File: src/rtl/git_op_pkg.sv
// Shared types and constants for the git operation sequencer.
package git_op_pkg;

  localparam int DATA_W_DEF = 45;
  localparam int CNT_W_DEF  = 8;

  // STATUS payload layout: {cloned, staged_cnt, ahead_cnt}, ahead_cnt in the LSBs
  localparam int STAT_AHEAD_LSB  = 0;
  localparam int STAT_STAGED_LSB = CNT_W_DEF;
  localparam int STAT_CLONED_BIT = 2 * CNT_W_DEF;

  typedef enum logic [2:0] {
    OP_CLONE   = 3'd0,
    OP_STATUS  = 3'd1,
    OP_ADD     = 3'd2,
    OP_ADD_ALL = 3'd3,
    OP_COMMIT  = 3'd4,
    OP_PULL    = 3'd5,
    OP_STASH   = 3'd6,
    OP_PUSH    = 3'd7
  } git_op_e;

  typedef enum logic [1:0] {
    ST_NOCLONE = 2'd0,
    ST_READY   = 2'd1,
    ST_EXEC    = 2'd2,
    ST_RESP    = 2'd3
  } seq_state_e;

endpackage

File: src/rtl/git_sat_cnt.sv
// Saturating counter with add, clear and load; load wins over clear, clear over add.
module git_sat_cnt #(
  parameter int W = 8
) (
  input  logic         clk,
  input  logic         rst_n,
  input  logic         clr,
  input  logic         add,
  input  logic [W-1:0] add_val,
  input  logic         load,
  input  logic [W-1:0] load_val,
  output logic [W-1:0] cnt
);

  logic [W:0] sum_s;

  assign sum_s = {1'b0, cnt} + {1'b0, add_val};

  // Counter register; a carry out of the add saturates to all ones
  always_ff @(posedge clk or negedge rst_n) begin
    if (!rst_n) begin
      cnt <= '0;
    end else if (load) begin
      cnt <= load_val;
    end else if (clr) begin
      cnt <= '0;
    end else if (add) begin
      cnt <= sum_s[W] ? {W{1'b1}} : sum_s[W-1:0];
    end
  end

endmodule

File: src/rtl/git_op_sequencer.sv
// Git workflow command sequencer with repository state tracking.
// Optional stash support is enabled by defining GIT_STASH_EN.
module git_op_sequencer
  import git_op_pkg::*;
#(
  parameter int DATA_W = DATA_W_DEF,
  parameter int CNT_W  = CNT_W_DEF,
  parameter int OP_LAT = 3
) (
  input  logic              clk,
  input  logic              rst_n,
  input  logic              cmd_valid,
  output logic              cmd_ready,
  input  logic [2:0]        cmd_op,
  input  logic [DATA_W-1:0] cmd_data,
  output logic              rsp_valid,
  input  logic              rsp_ready,
  output logic [DATA_W-1:0] rsp_data,
  output logic              rsp_err,
  output logic              repo_generation,
  output logic              access_to_batch,
  output logic              clonning_using_address,
  output logic              push_to_repo,
  output logic [CNT_W-1:0]  staged_cnt,
  output logic [CNT_W-1:0]  ahead_cnt
);

  seq_state_e        state_r, state_nxt_s;
  logic [3:0]        wait_r;
  git_op_e           op_r;
  logic [DATA_W-1:0] data_r;
  logic              err_r;
  logic              cloned_r;
  logic [DATA_W-1:0] rsp_data_r;
  logic              rsp_err_r;
  logic              access_r;
  logic              clone_pulse_r;
  logic              push_pulse_r;

  logic              accept_s, exec_done_s, fire_s, legal_s, batch_op_s;
  logic [DATA_W-1:0] status_s;
  logic              staged_clr_s, staged_add_s, staged_load_s;
  logic [CNT_W-1:0]  staged_add_val_s, staged_load_val_s;
  logic              ahead_clr_s, ahead_add_s;

`ifdef GIT_STASH_EN
  logic              stash_clr_s, stash_load_s;
  logic [CNT_W-1:0]  stash_cnt_s;
`endif

  assign cmd_ready              = (state_r == ST_NOCLONE) || (state_r == ST_READY);
  assign rsp_valid              = (state_r == ST_RESP);
  assign rsp_data               = rsp_data_r;
  assign rsp_err                = rsp_err_r;
  assign repo_generation        = cloned_r;
  assign access_to_batch        = access_r;
  assign clonning_using_address = clone_pulse_r;
  assign push_to_repo           = push_pulse_r;

  assign accept_s    = cmd_valid && cmd_ready;
  assign exec_done_s = (state_r == ST_EXEC) && (wait_r == 4'(OP_LAT - 1));
  assign fire_s      = exec_done_s && !err_r;
  assign batch_op_s  = (cmd_op == OP_ADD) || (cmd_op == OP_ADD_ALL) || (cmd_op == OP_COMMIT);

  // STATUS payload assembly
  always_comb begin
    status_s                                = '0;
    status_s[STAT_AHEAD_LSB +: CNT_W]       = ahead_cnt;
    status_s[STAT_STAGED_LSB +: CNT_W]      = staged_cnt;
    status_s[STAT_CLONED_BIT]               = cloned_r;
  end

  // Legality of the offered command against current repository state
  always_comb begin
    legal_s = 1'b0;
    case (git_op_e'(cmd_op))
      OP_CLONE:   legal_s = !cloned_r;
      OP_STATUS:  legal_s = cloned_r;
      OP_ADD:     legal_s = cloned_r;
      OP_ADD_ALL: legal_s = cloned_r;
      OP_COMMIT:  legal_s = cloned_r && (staged_cnt != '0);
      OP_PULL:    legal_s = cloned_r && (ahead_cnt == '0);
`ifdef GIT_STASH_EN
      OP_STASH:   legal_s = cloned_r && (((staged_cnt != '0) && (stash_cnt_s == '0)) ||
                                         ((staged_cnt == '0) && (stash_cnt_s != '0)));
`else
      OP_STASH:   legal_s = 1'b0;
`endif
      OP_PUSH:    legal_s = cloned_r && (ahead_cnt != '0);
      default:    legal_s = 1'b0;
    endcase
  end

  // State register
  always_ff @(posedge clk or negedge rst_n) begin
    if (!rst_n) begin
      state_r <= ST_NOCLONE;
    end else begin
      state_r <= state_nxt_s;
    end
  end

  // Next-state logic
  always_comb begin
    state_nxt_s = state_r;
    case (state_r)
      ST_NOCLONE, ST_READY: begin
        if (accept_s) state_nxt_s = ST_EXEC;
        else          state_nxt_s = state_r;
      end
      ST_EXEC: begin
        if (exec_done_s) state_nxt_s = ST_RESP;
        else             state_nxt_s = ST_EXEC;
      end
      ST_RESP: begin
        if (rsp_ready) state_nxt_s = cloned_r ? ST_READY : ST_NOCLONE;
        else           state_nxt_s = ST_RESP;
      end
      default: state_nxt_s = ST_NOCLONE;
    endcase
  end

  // Counter controls; effects land on the final EXEC cycle only
  always_comb begin
    staged_clr_s      = 1'b0;
    staged_add_s      = 1'b0;
    staged_add_val_s  = '0;
    staged_load_s     = 1'b0;
    staged_load_val_s = '0;
    ahead_clr_s       = 1'b0;
    ahead_add_s       = 1'b0;
`ifdef GIT_STASH_EN
    stash_clr_s       = 1'b0;
    stash_load_s      = 1'b0;
`endif
    if (fire_s) begin
      case (op_r)
        OP_ADD: begin
          staged_add_s     = 1'b1;
          staged_add_val_s = CNT_W'(1);
        end
        OP_ADD_ALL: begin
          staged_add_s     = 1'b1;
          staged_add_val_s = data_r[CNT_W-1:0];
        end
        OP_COMMIT: begin
          staged_clr_s = 1'b1;
          ahead_add_s  = 1'b1;
        end
        OP_PUSH: ahead_clr_s = 1'b1;
`ifdef GIT_STASH_EN
        OP_STASH: begin
          if (staged_cnt != '0) begin
            stash_load_s = 1'b1;
            staged_clr_s = 1'b1;
          end else begin
            staged_load_s     = 1'b1;
            staged_load_val_s = stash_cnt_s;
            stash_clr_s       = 1'b1;
          end
        end
`endif
        default: ;
      endcase
    end else begin
      staged_add_s = 1'b0;
    end
  end

  // Command capture, wait counter, response and strobe registers
  always_ff @(posedge clk or negedge rst_n) begin
    if (!rst_n) begin
      wait_r        <= 4'd0;
      op_r          <= OP_CLONE;
      data_r        <= '0;
      err_r         <= 1'b0;
      cloned_r      <= 1'b0;
      rsp_data_r    <= '0;
      rsp_err_r     <= 1'b0;
      access_r      <= 1'b0;
      clone_pulse_r <= 1'b0;
      push_pulse_r  <= 1'b0;
    end else begin
      clone_pulse_r <= fire_s && (op_r == OP_CLONE);
      push_pulse_r  <= fire_s && (op_r == OP_PUSH);
      if (accept_s) begin
        op_r     <= git_op_e'(cmd_op);
        data_r   <= cmd_data;
        err_r    <= !legal_s;
        access_r <= legal_s && batch_op_s;
        wait_r   <= 4'd0;
      end else if (state_r == ST_EXEC) begin
        wait_r <= wait_r + 4'd1;
      end
      if (exec_done_s) begin
        access_r  <= 1'b0;
        rsp_err_r <= err_r;
        if (err_r)                  rsp_data_r <= '0;
        else if (op_r == OP_STATUS) rsp_data_r <= status_s;
        else                        rsp_data_r <= data_r;
        if (fire_s && (op_r == OP_CLONE)) cloned_r <= 1'b1;
      end else if ((state_r == ST_RESP) && rsp_ready) begin
        rsp_data_r <= '0;
        rsp_err_r  <= 1'b0;
      end
    end
  end

  git_sat_cnt #(.W(CNT_W)) u_staged (
    .clk(clk), .rst_n(rst_n), .clr(staged_clr_s), .add(staged_add_s),
    .add_val(staged_add_val_s), .load(staged_load_s), .load_val(staged_load_val_s),
    .cnt(staged_cnt)
  );

  git_sat_cnt #(.W(CNT_W)) u_ahead (
    .clk(clk), .rst_n(rst_n), .clr(ahead_clr_s), .add(ahead_add_s),
    .add_val(CNT_W'(1)), .load(1'b0), .load_val({CNT_W{1'b0}}),
    .cnt(ahead_cnt)
  );

`ifdef GIT_STASH_EN
  git_sat_cnt #(.W(CNT_W)) u_stash (
    .clk(clk), .rst_n(rst_n), .clr(stash_clr_s), .add(1'b0),
    .add_val({CNT_W{1'b0}}), .load(stash_load_s), .load_val(staged_cnt),
    .cnt(stash_cnt_s)
  );
`endif

endmodule

File: config.mk
export PLATFORM = sky130hd
export DESIGN_NAME = git_op_sequencer
export DESIGN_NICKNAME = d
export VERILOG_FILES = /design/src/rtl/git_op_pkg.sv /design/src/rtl/git_sat_cnt.sv /design/src/rtl/git_op_sequencer.sv
export SDC_FILE = /design/constraint.sdc
export NUM_CORES = 1
export LEC_CHECK = 0
export ABC_AREA = 1
export CAP_MARGIN = 20
export CELL_PAD_IN_SITES_DETAIL_PLACEMENT = 1
export CELL_PAD_IN_SITES_GLOBAL_PLACEMENT = 2
export CORE_MARGIN = 5
export CORE_UTILIZATION = 40
export CTS_BUF_LIST = sky130_fd_sc_hd__clkbuf_4
export DETAILED_ROUTE_END_ITERATION = 8
export DONT_BUFFER_PORTS = 1
export GPL_ROUTABILITY_DRIVEN = 0
export PLACE_DENSITY = 0.87
export SYNTH_ARGS = -nofsm -noshare
export SYNTH_HDL_FRONTEND = slang
export SYNTH_SLANG_ARGS = --single-unit
File: constraint.sdc
create_clock -name clk -period 5.5 [get_ports clk]
set_input_delay 1.1 -clock clk [delete_from_list [all_inputs] [get_ports clk]]
set_output_delay 1.1 -clock clk [all_outputs]
set_load 0.01 [all_outputs]
==> flow_metrics.tcl, run 1 <==
set metrics [dict create \
    outcome "complete, no violations" \
    drive_gt1_share_pct 6.56 \
    cts_buffer_depth 2 \
    ctsHoldBuffers 0 \
    cts_num_sinks 121 \
    num_vias 4625 \
    synth_cells 684 \
    startpoint_type "register" \
    worstPathArrival_ns 4.48 \
    fmax_mhz 248 \
    stdcell_area_um2 6120 \
    r2r.worst_path.cells 17 \
    clk_latency_ns 0.54 \
    hold_class "input port to asynchronous set/reset pin" \
    seq_area_frac_synth_pct 53.2 \
    cp_max_fo 50 \
    grt_pass1_vias 4984 \
    hold_viol_final 0 \
    wirelength_um 16400 \
    drv_slew 0 \
    n_antenna_cell 0 \
    die-area_um2 16700 \
    drtIter0Drc 264 \
    cp_slowest_cell "nor2_8" \
    skew_ns 0.0166 \
    remaining_drc_errors 0 \
    core_area_um2 13900 \
    detail_route.vias_per_cell 5.34 \
    ir_drop_mv 0.151 \
    grt-ovfl-total 0 \
    worstPathRequired_ns 5.96 \
    path_clk_slew_ns 0.11 \
    rows 43 \
    fin_tns_setup_ns 0 \
    tritoncts "done" \
    cts.repair.resized 0 \
    finalSetupViolations 0 \
    postPlaceCellArea_um2 5810 \
    grt_start_max_net_pins 122 \
    synthesis.nets 749 \
    io_buffers 0 \
    synth-seq-cells 121 \
    power_density_nw_per_um2 502 \
    die_x_um 129 \
    relSlewSlack_pct 34.8 \
    ff2ff_setup_slack_ns 1.47 \
    finalCriticalPeriod_ns 4.03 \
    hpwl_um 11300 \
    cts_buffers 17 \
    synthDistinctLibCells 35 \
    antenna_found_initial 0 \
    min_period_over_period_pct 73.2 \
    dp_cells 835 \
    fin_cells 866 \
    synth_warnings 0 \
    worstPathCellList "inv_2 > nor2_4 > nand3_4 > nor2_8 > inv_2 > nor4_2 > ha_1 > inv_1 > fa_1 > inv_1 > nand3_1 > nand2_1 > nand2_1 > nor3b_2 > nand2_1 > nand2_1 > o21ai_0" \
    synth_area_um2 5690 \
    endpoint_kind "register" \
    grt.total_usage_pct 20.3 \
    drtPass1Iterations 4 \
    fin_hold_ws_ns 0.247 \
    postRouteAntennaNets 0 \
    syn_to_final_growth_pct 7.45 \
    worstSetupPathType "register to register" \
    die_h_um 129 \
    cts_max_level 4 \
    synth.avg_cell_area_um2 8.32 \
    cts_root_buffer "clkbuf_4" \
    grt_first_pass_wirelength_um 26300 \
    max-cap-violations 0 \
    cts_setup_buffers 0 \
    r2r_start "state_r[1]" \
    cpPeakStageDelay_ns 0.72 \
    worstReg2RegEnd "u_staged.cnt[1]" \
    crit_top_cell "nand2_1" \
    io-pin-count 120 \
    nets 739 \
    rsz0062_at_grt "false" \
    power.leakage_nw 3.24 \
    wl_per_cell_um 18.9 \
    start_util_pct 40.8 \
    tightest_slew_ns 0.974 \
]
[flip-flops by register name, summed over array words and instances (netlist names)]
name,flops
clonning_using_address,1
rsp_err,1
data_r,45
state_r,2
push_to_repo,1
u_staged.cnt,8
wait_r,4
u_ahead.cnt,8
op_r,3
access_to_batch,1
repo_generation,1
err_r,1
rsp_data,45
[cell usage after synthesis, drive strengths merged]
| library cell | count | area share, % |
|---|---|---|
| o211ai | 2 | 0.26 |
| a21oi | 10 | 0.88 |
| o211a | 1 | 0.18 |
| o21bai | 2 | 0.26 |
| inv | 43 | 2.8 |
| nor3 | 3 | 0.26 |
| ha | 12 | 2.6 |
| o21ai | 48 | 4.2 |
| nand3 | 99 | 9.6 |
| nor2 | 28 | 2.3 |
| mux2i | 3 | 0.53 |
| xnor2 | 4 | 0.62 |
| a21o | 1 | 0.13 |
| buf | 19 | 1.5 |
| o31ai | 2 | 0.26 |
| nand4 | 5 | 0.55 |
| a32o | 4 | 0.70 |
| clkbuf | 12 | 0.81 |
| dfrtp | 121 | 53 |
| clkinv | 1 | 0.088 |
| a31oi | 1 | 0.11 |
| nor4 | 1 | 0.22 |
| nor3b | 1 | 0.22 |
| fa | 1 | 0.35 |
| or2 | 3 | 0.33 |
| nand2 | 257 | 17 |
[power by group]
group          switching [mW]  internal (mW)
sequential              0.379           1.24
clock                   0.343          0.353
combinational           0.502          0.257
[area by class of cell]
cell class / instances / area [um^2]
Fill cell: 1698 / 7820
Sequential cell: 121 / 3030
Multi-Input combinational cell: 488 / 2370
Tap cell: 180 / 225
Clock inverter: 14 / 180
Inverter: 44 / 166
Clock buffer: 17 / 128
Timing Repair Buffer: 2 / 15.0
[layout by cell type (no fill, tap or decap), drive strengths merged]
master and instances:
a21o 1, a21oi 10, a31oi 1, a32o 4, buf 2, bufinv 4
clkbuf 17, clkinv 7, clkinvlp 3, dfrtp 121, fa 1, ha 12
inv 44, mux2i 3, nand2 257, nand3 99, nand4 5, nor2 28
nor3 3, nor3b 1, nor4 1, o211a 1, o211ai 2, o21ai 48
o21bai 2, o31ai 2, or2 3, xnor2 4
[worst max-delay path by stage]
stage          slack [ns]         endpoint        from  cells after the start
3_3_place_gp         1.71  u_staged.cnt[1]  state_r[1]                     17
6_report             1.47  u_staged.cnt[1]  state_r[1]                     17
2_1_floorplan        2.95  u_staged.cnt[1]   wait_r[0]                     18
4_1_cts              1.41  u_staged.cnt[1]  state_r[1]                     17
5_1_grt              1.10  u_staged.cnt[1]   wait_r[0]                     17
3_5_place_dp         1.45  u_staged.cnt[1]  state_r[1]                     17
[critical path, delay by kind of cell (launching register included)]
family | cells | cell delay [ns]
flip-flops | 1 | 0.48
adder cells (fa/ha/maj) | 2 | 0.63
buffers and inverters | 4 | 0.57
AO/OA/AOI/OAI | 1 | 0.08
AND/OR/NAND/NOR | 10 | 2.15
[logic make-up after synthesis]
family	share of synthesized area (%)
AO/OA/AOI/OAI	7.01
XOR/XNOR	0.615
adder cells (fa/ha/maj)	2.99
buffers and inverters	5.23
flip-flops	53.2
multiplexers	0.528
AND/OR/NAND/NOR	30.4
[routing by layer]
layer	vias up	global-route usage (%)	wire, um
met4	0	6.11	168
met2	105	33.6	8080
met1	2302	25.2	6940
li1	2202	-	-
met3	16	6.97	1210
met5	-	0	0
[metrics by stage]
step / util (%) / setup slack (ns) / power, mW
after floorplan: - / 2.95 / 2.13
after global placement: 41.7 / 1.71 / 2.34
after detailed placement: 41.7 / 1.45 / 2.42
after CTS: 43.9 / 1.41 / 3.12
after global routing: 43.9 / 1.10 / 3.31
final: 43.9 / 1.47 / 3.07
Note: power is estimated with default switching activity, not from simulation.
==> inputs of run 2 (changes only) <==
--- a/config.mk
+++ b/config.mk
@@ -10,12 +10,12 @@
 export CELL_PAD_IN_SITES_DETAIL_PLACEMENT = 1
 export CELL_PAD_IN_SITES_GLOBAL_PLACEMENT = 2
 export CORE_MARGIN = 5
-export CORE_UTILIZATION = 40
+export CORE_UTILIZATION = 38
 export CTS_BUF_LIST = sky130_fd_sc_hd__clkbuf_4
 export DETAILED_ROUTE_END_ITERATION = 8
 export DONT_BUFFER_PORTS = 1
 export GPL_ROUTABILITY_DRIVEN = 0
-export PLACE_DENSITY = 0.87
+export PLACE_DENSITY = 0.83
 export SYNTH_ARGS = -nofsm -noshare
 export SYNTH_HDL_FRONTEND = slang
 export SYNTH_SLANG_ARGS = --single-unit
==> constraint.sdc (replaced) <==
create_clock -name clk -period 3.95 [get_ports clk]
set_input_delay 0.79 -clock clk [delete_from_list [all_inputs] [get_ports clk]]
set_output_delay 0.79 -clock clk [all_outputs]
set_load 0.01 [all_outputs]
==> run 2 against run 1 <==
Effect of this change: via count is 0.37% higher; flip-flop and latch count did not move; combinational power is 44% higher; sequential share of layout area decreased by 0.20 points; wire length is 0.55% lower; largest cell class unchanged; sequential power rose by 38%; clock power is 33% higher; clock-buffer cell count grew 4.
==> flow_metrics.tcl, run 2 (same netlist as run 1, synthesis figures left out) <==
set metrics [dict create \
    syn_to_final_growth_pct 7.89 \
    path_clk_slew_ns 0.11 \
    cts_buffers 17 \
    fmax_mhz 330 \
    io_buffers 0 \
    wl_per_cell_um 18.7 \
    r2r.worst_path.cells 12 \
    io-pin-count 120 \
    cpPeakStageDelay_ns 0.60 \
    rows 44 \
    grt_start_max_net_pins 122 \
    ir_drop_mv 0.210 \
    grt_pass1_vias 4869 \
    finalCriticalPeriod_ns 3.03 \
    fillers 1769 \
    drtPass1Iterations 5 \
    cp_max_fo 8 \
    postRouteAntennaNets 0 \
    die-area_um2 17500 \
    stdcell_area_um2 6140 \
    antenna_found_initial 0 \
    final_common_cell "nand2_1" \
    grt_first_pass_wirelength_um 26300 \
    drv_slew 0 \
    cp_slowest_cell "nor3_1" \
    startpoint_type "register" \
    drive_gt1_share_pct 7.26 \
    cts_root_buffer "clkbuf_4" \
    drtIter0Drc 255 \
    worstPathArrival_ns 3.45 \
    power_density_nw_per_um2 690 \
    grt-ovfl-total 0 \
    worstPathRequired_ns 4.38 \
    finalSetupViolations 0 \
    max-cap-violations 0 \
    critical_path_buf_inv_count 1 \
    fin_tns_setup_ns 0 \
    cts_buffer_depth 2 \
    dp_cells 841 \
    die_h_um 132 \
    hpwl_um 10900 \
    nets 742 \
    hold_viol_final 0 \
    n_antenna_cell 0 \
    start_util_pct 39.0 \
    wirelength_um 16300 \
    cp_top_family "simple AND/OR/NAND/NOR gates" \
    startpoint "op_r[1]" \
    cts_num_sinks 121 \
    cts_max_level 4 \
    remaining_drc_errors 0 \
    core_area_um2 14600 \
    num_vias 4642 \
    rsz0062_at_grt "false" \
    hold_class "input port to asynchronous set/reset pin" \
    outcome "complete, no violations" \
    detail_route.vias_per_cell 5.32 \
    clk_latency_ns 0.53 \
    ff2ff_setup_slack_ns 0.92 \
    relSlewSlack_pct 33.3 \
    power.leakage_nw 3.26 \
    crit_cells 12 \
    fin_cells 873 \
    worstPathCellList "inv_1 > nor3_1 > nand2_1 > nor2_1 > ha_1 > a21oi_1 > nand2_1 > nand2_1 > nor3b_2 > nand3_1 > nand2_1 > nand2_1" \
    endpoint_kind "register" \
    die_x_um 132 \
    grt.total_usage_pct 18.8 \
    tritoncts "done" \
    tightest_slew_ns 0.997 \
    crit_top_cell "nand2_1" \
    r2r_start "op_r[1]" \
    postPlaceCellArea_um2 5830 \
    min_period_over_period_pct 76.6 \
    worstSetupPathType "register to register" \
    skew_ns 0.0156 \
    layout_common_cells "nand2_1, dfrtp_1, nand3_1" \
]
[run 2: changes by cell type in the layout (fill, tap and decap cells not counted), sizes merged]
cell      before  now
clkbuf        17   21
inv           44   42
bufinv         4    3
clkinvlp       3    2
buf            2    5
[run 2: final cells by class]
type                    instances  area [um^2]  area share (%)
flip-flops and latches        121         3030            49.3
clock buffers                  21          158            2.57
clock inverters                10          128            2.08
well taps                     184          230            3.75
repair buffers                  5         57.6           0.937
multi-input cells             488         2370            38.7
inverters                      44          166            2.71
[run 2: power breakdown]
| part | switching (mW) | total [mW] | internal, mW |
|---|---|---|---|
| Combinational | 0.719 | 1.09 | 0.368 |
| Clock | 0.469 | 0.925 | 0.456 |
| Sequential | 0.502 | 2.23 | 1.72 |
| Total | 1.69 | 4.24 | 2.55 |
[run 2: worst paths after layout]
kind,end
max in group asynchronous,op_r[2]
hold / removal,rsp_data[9]
hold reg to reg,data_r[23]
min in group clk,data_r[26]
setup / recovery,u_staged.cnt[5]
setup reg to reg,u_staged.cnt[5]
[run 2: metal layers]
layer / GRT usage [%] / up-vias / share of wire (%)
li1: - / 2210 / -
met1: 23.9 / 2313 / 44
met2: 30.9 / 105 / 48
met3: 6.60 / 14 / 6.5
met4: 4.47 / 0 / 1.1
met5: 0 / - / 0
[run 2: stage by stage]
step | setup WS (ns) | hold slack, ns | util [%] | power, mW
6_report | 0.924 | 0.183 | 42.1 | 4.24
2_1_floorplan | 1.40 | 0.437 | - | 2.97
4_1_cts | 0.978 | 0.201 | 42.1 | 4.31
5_1_grt | 0.645 | 0.200 | 42.1 | 4.57
3_5_place_dp | 1.04 | 0.458 | 39.9 | 3.35
3_3_place_gp | 1.21 | 0.452 | 39.9 | 3.26
[run 2: repair_timing]
action                                 4_1_cts  5_1_grt
hold buffers                                 1        0
setup endpoints to repair                    0        0
buffers inserted                             0        0
gates resized for setup                      0        0
endpoints found under the hold margin      121        0
[run 2: worst register-to-register path, stage by stage, from the launching register on]
cell	delay (ns)
dfrtp_1	0.45
inv_1	0.14
nor3_1	0.60
nand2_1	0.13
nor2_1	0.14
ha_1	0.30
a21oi_1	0.22
nand2_1	0.12
nand2_1	0.08
nor3b_2	0.44
nand3_1	0.16
nand2_1	0.09
nand2_1	0.05
==> inputs of run 3 (changes only) <==
==> constraint.sdc (replaced) <==
create_clock -name clk -period 3 [get_ports clk]
set_input_delay 0.6 -clock clk [delete_from_list [all_inputs] [get_ports clk]]
set_output_delay 0.6 -clock clk [all_outputs]
set_load 0.01 [all_outputs]
==> run 3 against run 2 <==
Effect of this change: the flow now finishes with violations (negative hold slack); sequential power increased by 32%; worst hold slack got worse by 0.43 ns; register-to-register slack got worse by 0.61 ns; clock skew increased by 0.00081 ns; final cell count increased by 0.57%; total power increased by 31%; non-clock buffer count increased by 4; flip-flop and latch count unchanged; final area increased by 0.47%; combinational power increased by 30%.
==> flow_metrics.tcl, run 3 (same netlist as run 1, synthesis figures left out) <==
set metrics [dict create \
    detail_route.vias_per_cell 5.27 \
    worstPathArrival_ns 3.13 \
    power.leakage_nw 3.29 \
    start_util_pct 39.0 \
    endpoint_kind "register" \
    die-area_um2 17500 \
    cp_top_family "simple AND/OR/NAND/NOR gates" \
    n_antenna_cell 0 \
    crit_top_cell "nand2_1" \
    max-cap-violations 0 \
    outcome "finished, violations left" \
    rows 44 \
    hold_viol_final 121 \
    cp_slowest_cell "fa_1" \
    min_period_over_period_pct 89.6 \
    num_vias 4628 \
    rsz0062_at_grt "false" \
    worstPathCellList "inv_1 > ha_1 > nand3_4 > nor2_8 > buf_6 > nand3_1 > fa_1 > inv_1 > nand3_1 > nand2_1 > nand2_1 > nor3b_4 > nand2_1 > nand2_1 > o21ai_0" \
    hpwl_um 11000 \
    fillers 1753 \
    wl_per_cell_um 18.0 \
    utilization_pct 42.3 \
    wirelength_um 15800 \
    path_clk_slew_ns 0.11 \
    violations "negative hold slack" \
    remaining_drc_errors 0 \
    grt_start_max_net_pins 122 \
    clkPwrFrac_pct 21.7 \
    seq_power_share_pct 52.8 \
    busiest_layer "met2" \
    cp_max_fo 36 \
    ff2ff_setup_slack_ns 0.31 \
    cts_num_sinks 121 \
    grtUsageMet1_pct 24.0 \
    final_common_cell "nand2_1" \
    die_h_um 132 \
    critical_path_buf_inv_count 3 \
    worstSetupPathType "register to register" \
    p_sw_share_pct 39.8 \
    grt_first_pass_wirelength_um 26200 \
    fmax_mhz 372 \
    io-pin-count 120 \
    cts_max_level 4 \
    hold_class "input port to asynchronous set/reset pin" \
    cts_buffer_depth 2 \
    cts_buffers 17 \
    seq_area_um2 3030 \
    grt.total_usage_pct 18.5 \
    multi_input_area_um2 2380 \
    postRouteAntennaNets 0 \
    core_area_um2 14600 \
    power_density_nw_per_um2 902 \
    tightest_slew_ns 0.674 \
    grt_pass1_vias 4902 \
    pwr-share-comb_pct 25.5 \
    use_met3_pct 5.95 \
    cts_setup_buffers 0 \
    clk_latency_ns 0.53 \
    cpPeakStageDelay_ns 0.47 \
    ir_drop_mv 0.294 \
    drive_gt1_share_pct 7.78 \
    fin_tns_setup_ns 0 \
    finalCriticalPeriod_ns 2.69 \
    tritoncts "done" \
    grt-ovfl-total 0 \
    internal_power_mw 3.35 \
    setup_ws_ns 0.312 \
    met2_usage_pct 29.3 \
    switchingPower_mw 2.21 \
    dp_slack_ns 0.175 \
    skew_ns 0.0164 \
    io_buffers 0 \
    syn_to_final_growth_pct 8.40 \
    drtIter0Drc 242 \
    die_x_um 132 \
    worstPathRequired_ns 3.44 \
    relSlewSlack_pct 55.0 \
    fin_hold_ws_ns -0.242 \
    antenna_found_initial 0 \
    layout_common_cells "nand2_1, dfrtp_1, nand3_1" \
    drtPass1Iterations 4 \
    startpoint_type "register" \
    nets 746 \
    drv_slew 0 \
    cts_root_buffer "clkbuf_4" \
    finalSetupViolations 0 \
]
run 3: changes by cell type in the layout (fill, tap and decap cells not counted), sizes merged:
cell | previous run | this run
clkinvlp | 2 | 0
buf | 5 | 9
inv | 42 | 43
clkinv | 7 | 12
clkbuf | 21 | 18
run 3: power by group through the flow:
stage / Combinational (mW) / Clock, mW / Sequential [mW]
6_report: 1.42 / 1.21 / 2.94
5_1_grt: 1.66 / 1.33 / 3.03
4_1_cts: 1.45 / 1.26 / 2.95
3_5_place_dp: 1.44 / 0 / 2.99
3_3_place_gp: 1.36 / 0 / 2.95
2_1_floorplan: 1.12 / 0 / 2.79
run 3: worst reg2reg max path, cell delays in order, from the launching register on:
cell,delay [ns]
dfrtp_1,0.43
inv_1,0.08
ha_1,0.18
nand3_4,0.11
nor2_8,0.11
buf_6,0.31
nand3_1,0.20
fa_1,0.47
inv_1,0.10
nand3_1,0.07
nand2_1,0.11
nand2_1,0.06
nor3b_4,0.18
nand2_1,0.08
nand2_1,0.05
o21ai_0,0.08
run 3: worst paths after layout:
| path | from | to | cells past startpoint |
|---|---|---|---|
| worst max-delay path | wait_r[0] | u_staged.cnt[1] | 15 |
| worst min-delay path | rst_n | data_r[9] | 0 |
| worst max register to register | wait_r[0] | u_staged.cnt[1] | 15 |
| worst min register to register | data_r[26] | data_r[26] | 2 |
| max in group asynchronous | rst_n | u_staged.cnt[4] | 0 |
| min in group clk | cmd_data[42] | data_r[42] | 2 |
run 3: through the flow:
step	cells	power (mW)	cell area (um^2)	hold WS (ns)
after detailed placement	846	4.42	5870	0.308
after floorplan	684	3.91	5690	0.304
final	878	5.57	6170	-0.242
after CTS	878	5.66	6160	-0.307
after global routing	878	6.02	6170	-0.316
after global placement	846	4.32	5870	0.309
run 3: layout make-up:
cell class	instances	share of cell area [%]
timing repair buffer	9	1.16
clock buffer	18	2.19
inverter	44	2.74
clock inverter	14	2.51
sequential	121	49.1
multi-input combinational	488	38.6
tap	184	3.73
run 3: per-layer routing:
layer,wire [um],share of wire [%],up-vias
met5,0,0,-
met4,328,2.1,0
met3,955,6.0,25
met2,7510,47,93
met1,7030,44,2286
li1,-,-,2224
run 3: what timing repair did:
action	CTS	global route
endpoints found under the hold margin	121	121
resized for setup	0	5
setup endpoints to repair	0	8
